**config.mk**
```make
export PLATFORM = sky130hd
export DESIGN_NAME = int_ack_ctrl
export DESIGN_NICKNAME = d
export VERILOG_FILES = /design/src/rtl/int_ack_ctrl.sv
export SDC_FILE = /design/constraint.sdc
export NUM_CORES = 1
export LEC_CHECK = 0
export CORE_MARGIN = 2
export CORE_UTILIZATION = 50
export DETAILED_ROUTE_END_ITERATION = 12
export DONT_BUFFER_PORTS = 1
export SLEW_MARGIN = 15
export SYNTH_ARGS = -nofsm -noshare
export SYNTH_HDL_FRONTEND = slang
export SYNTH_SLANG_ARGS = --single-unit
```
**constraint.sdc**
```tcl
create_clock -name clk -period 2.8 [get_ports clk]
set_input_delay 0.42 -clock clk [delete_from_list [all_inputs] [get_ports clk]]
set_output_delay 0.42 -clock clk [all_outputs]
set_load 0.01 [all_outputs]
```
**src/rtl/int_ack_ctrl.sv**
```systemverilog
// Interrupt acknowledge controller: fixed-priority request/ack/eret handshake towards the CPU.
// Optional ack-wait timeout enabled by defining INT_ACK_TIMEOUT_EN.
module int_ack_ctrl #(
    parameter int          N_SRC      = 4,
    parameter logic [31:0] VEC_BASE   = 32'h0000_0100,
    parameter int          VEC_STRIDE = 8,
    parameter int          TIMEOUT    = 255
) (
    input  logic                     clk,
    input  logic                     rst_n,
    input  logic [N_SRC-1:0]         int_pend,
    input  logic [N_SRC-1:0]         int_mask,
    input  logic                     cpu_int_ack,
    input  logic                     cpu_eret,
    output logic                     cpu_int_req,
    output logic [$clog2(N_SRC)-1:0] int_id,
    output logic [31:0]              int_vec,
    output logic [N_SRC-1:0]         int_clr,
    output logic                     int_busy,
    output logic                     int_err
);

    localparam int ID_W = $clog2(N_SRC);

    typedef enum logic [1:0] {
        IDLE = 2'd0,
        REQ  = 2'd1,
        SERV = 2'd2
    } state_t;

    state_t            state_reg;
    logic [N_SRC-1:0]  elig;
    logic [ID_W-1:0]   win_id;
    logic [31:0]       vec_tab [N_SRC];

    generate
        if (N_SRC < 2 || N_SRC > 16 || TIMEOUT < 1 || TIMEOUT > 65535) begin : g_param_check
            $error("int_ack_ctrl: parameter out of range");
        end
    endgenerate

    // Vector table is constant; the 32-bit sum wraps naturally.
    genvar gi;
    generate
        for (gi = 0; gi < N_SRC; gi++) begin : g_vec
            assign vec_tab[gi] = VEC_BASE + 32'(gi * VEC_STRIDE);
        end
    endgenerate

    assign elig = int_pend & int_mask;

    always_comb begin
        win_id = '0;
        for (int i = N_SRC - 1; i >= 0; i--) begin
            if (elig[i]) begin
                win_id = ID_W'(i);
            end
        end
    end

`ifdef INT_ACK_TIMEOUT_EN
    logic [15:0] tmo_cnt_reg;
    logic        err_reg;
    assign int_err = err_reg;
`else
    assign int_err = 1'b0;
`endif

    always_ff @(posedge clk) begin
        if (!rst_n) begin
            state_reg   <= IDLE;
            cpu_int_req <= 1'b0;
            int_id      <= '0;
            int_vec     <= '0;
            int_clr     <= '0;
            int_busy    <= 1'b0;
`ifdef INT_ACK_TIMEOUT_EN
            tmo_cnt_reg <= '0;
            err_reg     <= 1'b0;
`endif
        end else begin
            int_clr <= '0;
            case (state_reg)
                IDLE: begin
                    if (|elig) begin
                        state_reg   <= REQ;
                        int_id      <= win_id;
                        int_vec     <= vec_tab[win_id];
                        cpu_int_req <= 1'b1;
                        int_busy    <= 1'b1;
`ifdef INT_ACK_TIMEOUT_EN
                        tmo_cnt_reg <= '0;
`endif
                    end
                end
                REQ: begin
                    // Ack has priority over both eret and timeout expiry.
                    if (cpu_int_ack) begin
                        state_reg   <= SERV;
                        cpu_int_req <= 1'b0;
                        int_clr     <= N_SRC'(1) << int_id;
                    end
`ifdef INT_ACK_TIMEOUT_EN
                    else if (tmo_cnt_reg == 16'(TIMEOUT - 1)) begin
                        state_reg   <= IDLE;
                        cpu_int_req <= 1'b0;
                        int_busy    <= 1'b0;
                        err_reg     <= 1'b1;
                    end else begin
                        tmo_cnt_reg <= tmo_cnt_reg + 16'd1;
                    end
`endif
                end
                SERV: begin
                    if (cpu_eret) begin
                        state_reg <= IDLE;
                        int_busy  <= 1'b0;
                    end
                end
                default: begin
                    state_reg   <= IDLE;
                    cpu_int_req <= 1'b0;
                    int_busy    <= 1'b0;
                end
            endcase
        end
    end

endmodule

```
* After elaboration in Yosys (flattened, before gate mapping)
Cells that the tools add are included.
Cells by class: magnitude comparators 1, equal/unequal tests 5, shift-type cells 1, multiplexer cells 16, bitwise operators 4, reduce and logical (&&, ||, !) cells 7
Operator list (number):
- $bmux 32 s2 | 1
- $mux 32 | 2
- $mux 2 | 7
- $reduce_and 3->1 | 4
- $ne 2x2->1 const B | 3
- $pmux 1 s3 | 2
- $pmux 2 s3 | 1
- $and 4x4->4 | 1
- $reduce_or 4->1 | 1
- $shl 1x2->4 const A | 1
- $ge 3x3->1 const B | 1
- $mux 1 | 3
- $not 2->3 | 1
- $eq 2x1->1 const B | 1
- $eq 2x2->1 const B | 1
- $logic_not 2->1 | 1
- $not 1->1 | 2
- $reduce_and 2->1 | 1
Word-level totals: flip-flop bits (word level) 42, input port bits 12, logic and storage cells 40

* Longest topological paths before layout
word-level depth 9, gate-level depth with buffers 4, mapped depth without buffers 4

* Least setup slack after synthesis
No wires, ideal clock.
path type input port to flip-flop, start input port int_pend[0], end register int_id[0], library setup time 0.072 ns, arrival time 1.133 ns, slack 1.595 ns, cell stages on the path 4, buffers on the path 0, path through a22o_1 -> or2_1 -> nand2_2 -> mux2i_1
On the way: word-level cells in the longest chain between the ends 3, elaborated cells on any way between the ends 4
Ends and longest elaborated chain:
- start: declaration | line 11 | input logic [N_SRC-1:0] int_pend,
- $and 4x4->4 * | line 50 | assign elig = int_pend & int_mask;
- $reduce_or 4->1 | line 85 | if (|elig) begin
- $reduce_and 2->1 (no line)
- end signal: assignment | line 87 | int_id <= win_id;
- end: declaration | line 16 | output logic [$clog2(N_SRC)-1:0] int_id,
Every way passes the cells marked *; elsewhere a longest branch is shown, timed or not. A chain may end at the register's enable or synchronous reset.

==> flow_summary.toml <==
[run_status]
status = "complete, no violations"

[finish]
drive_gt1_share_pct = 7.69
stdcell_count = 93
layout.nets = 91
largest_register_ffs = 4
fin_util_pct = 45.3
finalInstanceArea_um2 = 574
syn2layout_area_growth_pct = -13.1
insertedDiodeCount = 0

[setup_path]
start_kind = "flip-flop"
critical_path_class = "reg -> out"
critPathMaxFanout = 7
cp-end-kind = "output pin"
cp.required_ns = 2.38
cp.arrival_ns = 0.80

[synthesis]
synth_xor_area_share_pct = 0
yosysWarnings = 0
synth-simple-area-share_pct = 11.6
synthesis.area_um2 = 661
synth-seq-cells = 11
avgSynthCellArea_um2 = 8.58
yosys.cell_types.count = 21
synth_fa_ha_area_share_pct = 0
synth_top_family_by_area = "buffers and inverters"
synth_compound_area_share_pct = 14.4
ys_seq_area_share_pct = 33.3
synth_cells = 77
yosys-mux-area-fraction_pct = 1.52

[clocking]
clock-sinks = 11
htree_levels = 1
cts_tree = "built"
clkTransAtPathRegs_ns = 0.07
clock_latency_ns = 0.26
numCtsBuffers = 3
ctsHoldBuffers = 0
post_cts_buffers = 0
cts_buffer_depth = 2
cts-root-buf = "clkbuf_4"
cts_resized = 0

[floorplan]
start_util_pct = 52.1
rows = 13
io_pins = 53
dieHeight_um = 40.4
die_x_um = 40.4
dieArea_um2 = 1630
core-area_um2 = 1270

[sta]
slew_violations = 0
finalSetupViolations = 0
period_share_pct = 43.6
min_period_ns = 1.22
rsz0062_at_grt = "no"
fin_skew_ns = 0.00805
fin_setup_tns_ns = 0
max_freq_mhz = 819
hold_viol = 0
fin_ws_ns = 1.58

[route]
wl_per_cell_um = 10.4
drtPass1Iterations = 4
antenna_left = 0
viasPerCell = 4.45
route.vias.total = 414
drt_iter0_markers = 5
wl_um = 966
drcViolationCount = 0

[power_and_ir_drop]
power_switching_uw = 101
clkPwrFrac_pct = 30.7
p_seq_share_pct = 55.0
power.internal_uw = 237
powerDensity_nw_per_um2 = 590
power.leakage_nw = 0.282
swShare_pct = 29.9
combPwrFrac_pct = 14.3
ir_worst_vdd_uv = 244

[global_routing]
use_met1_pct = 12.3
use_met2_pct = 18.3
grt_max_degree = 9
grt_first_pass_wirelength_um = 1210
overflow = 0
grt_use_met3_pct = 5.56
grt_pass1_vias = 311
grt_antenna_before_repair = 0
busiest_layer = "met2"
grt_usage_pct = 12.3

[placement]
dp_cells = 89
dp_hpwl_um = 792
routabilityCongestion = 0.679
placedInstanceArea_um2 = 548
pre_cts_ws_ns = 1.55
io_buffers = 0

[worst_hold_path]
hold_class = "in -> reg"

[job]
cap_violations = 0
==> Yosys cell counts <==
cell type	number	area share (%)
buf_4	32	36
dfxtp_1	11	33
conb_1	1	0.57
a211o_2	1	1.5
and3_1	1	0.95
nor3b_1	2	2.3
mux2i_1	1	1.5
a21oi_1	4	3.0
a211oi_1	1	1.1
o21ai_0	2	1.5
nor2_1	3	1.7
nand2_2	1	0.95
or2_1	1	0.95
a22o_1	2	2.7
a31oi_1	1	0.95
nor3_1	2	1.5
nand4_1	1	0.95
nand2_1	4	2.3
a32oi_1	1	1.3
inv_1	4	2.3
a2111oi_2	1	2.3
==> logic make-up after synthesis <==
kind of cell,after synthesis
buffers and inverters,36
AND/OR/NAND/NOR,15
flip-flops,11
multiplexers,1
other,1
AO/OA/AOI/OAI,13
==> cells in the final DEF (no fill, tap or decap), types with 2 or more instances in the layout <==
cell type and count:
conb_1 30, dfxtp_1 11, nand2_1 4, inv_1 4
a21oi_1 4, nor2_1 3, clkbuf_4 3, a22o_1 2
o21ai_0 2, nor3_1 2, nor3b_1 2
==> power by group through the flow <==
stage / clock (mW) / sequential (mW) / combinational (mW)
floorplan: 0 / 0.185 / 0.0794
global placement: 0 / 0.190 / 0.0474
detailed placement: 0 / 0.190 / 0.0477
CTS: 0.110 / 0.187 / 0.0478
global route: 0.116 / 0.189 / 0.0554
finish: 0.104 / 0.186 / 0.0484
==> per-stage QoR <==
stage | hold WS (ns) | total power, mW
6_report | 0.255 | 0.339
5_1_grt | 0.239 | 0.360
4_1_cts | 0.245 | 0.344
3_5_place_dp | 0.504 | 0.238
3_3_place_gp | 0.499 | 0.238
2_1_floorplan | 0.460 | 0.265
==> final cells by class <==
type | instances | area [µm²]
flip-flops and latches | 11 | 220
well taps | 15 | 18.8
multi-input cells | 59 | 294
fillers | 140 | 694
clock buffers | 4 | 26.3
inverters | 4 | 15.0
==> metal layers <==
metal / wire [µm] / vias up
met5: 0 / -
met2: 434 / 33
met3: 131 / 2
met1: 380 / 180
li1: - / 199
met4: 19 / 0
==> worst paths after layout <==
path / start / end / slack [ns] / depth (start not counted)
worst min-delay path: cpu_int_ack / state_reg[0]$_SDFFE_PN0P_ / 0.25 / 1
worst max register to register: state_reg[0]$_SDFFE_PN0P_ / int_clr[2]$_SDFF_PN0_ / 1.77 / 2
worst max-delay path: int_vec[4]$_SDFFE_PN0P_ / int_id[1] / 1.58 / 0
worst min register to register: int_busy$_SDFFE_PN0P_ / int_busy$_SDFFE_PN0P_ / 0.51 / 2
No activity file was read; power rests on OpenSTA's default activity.
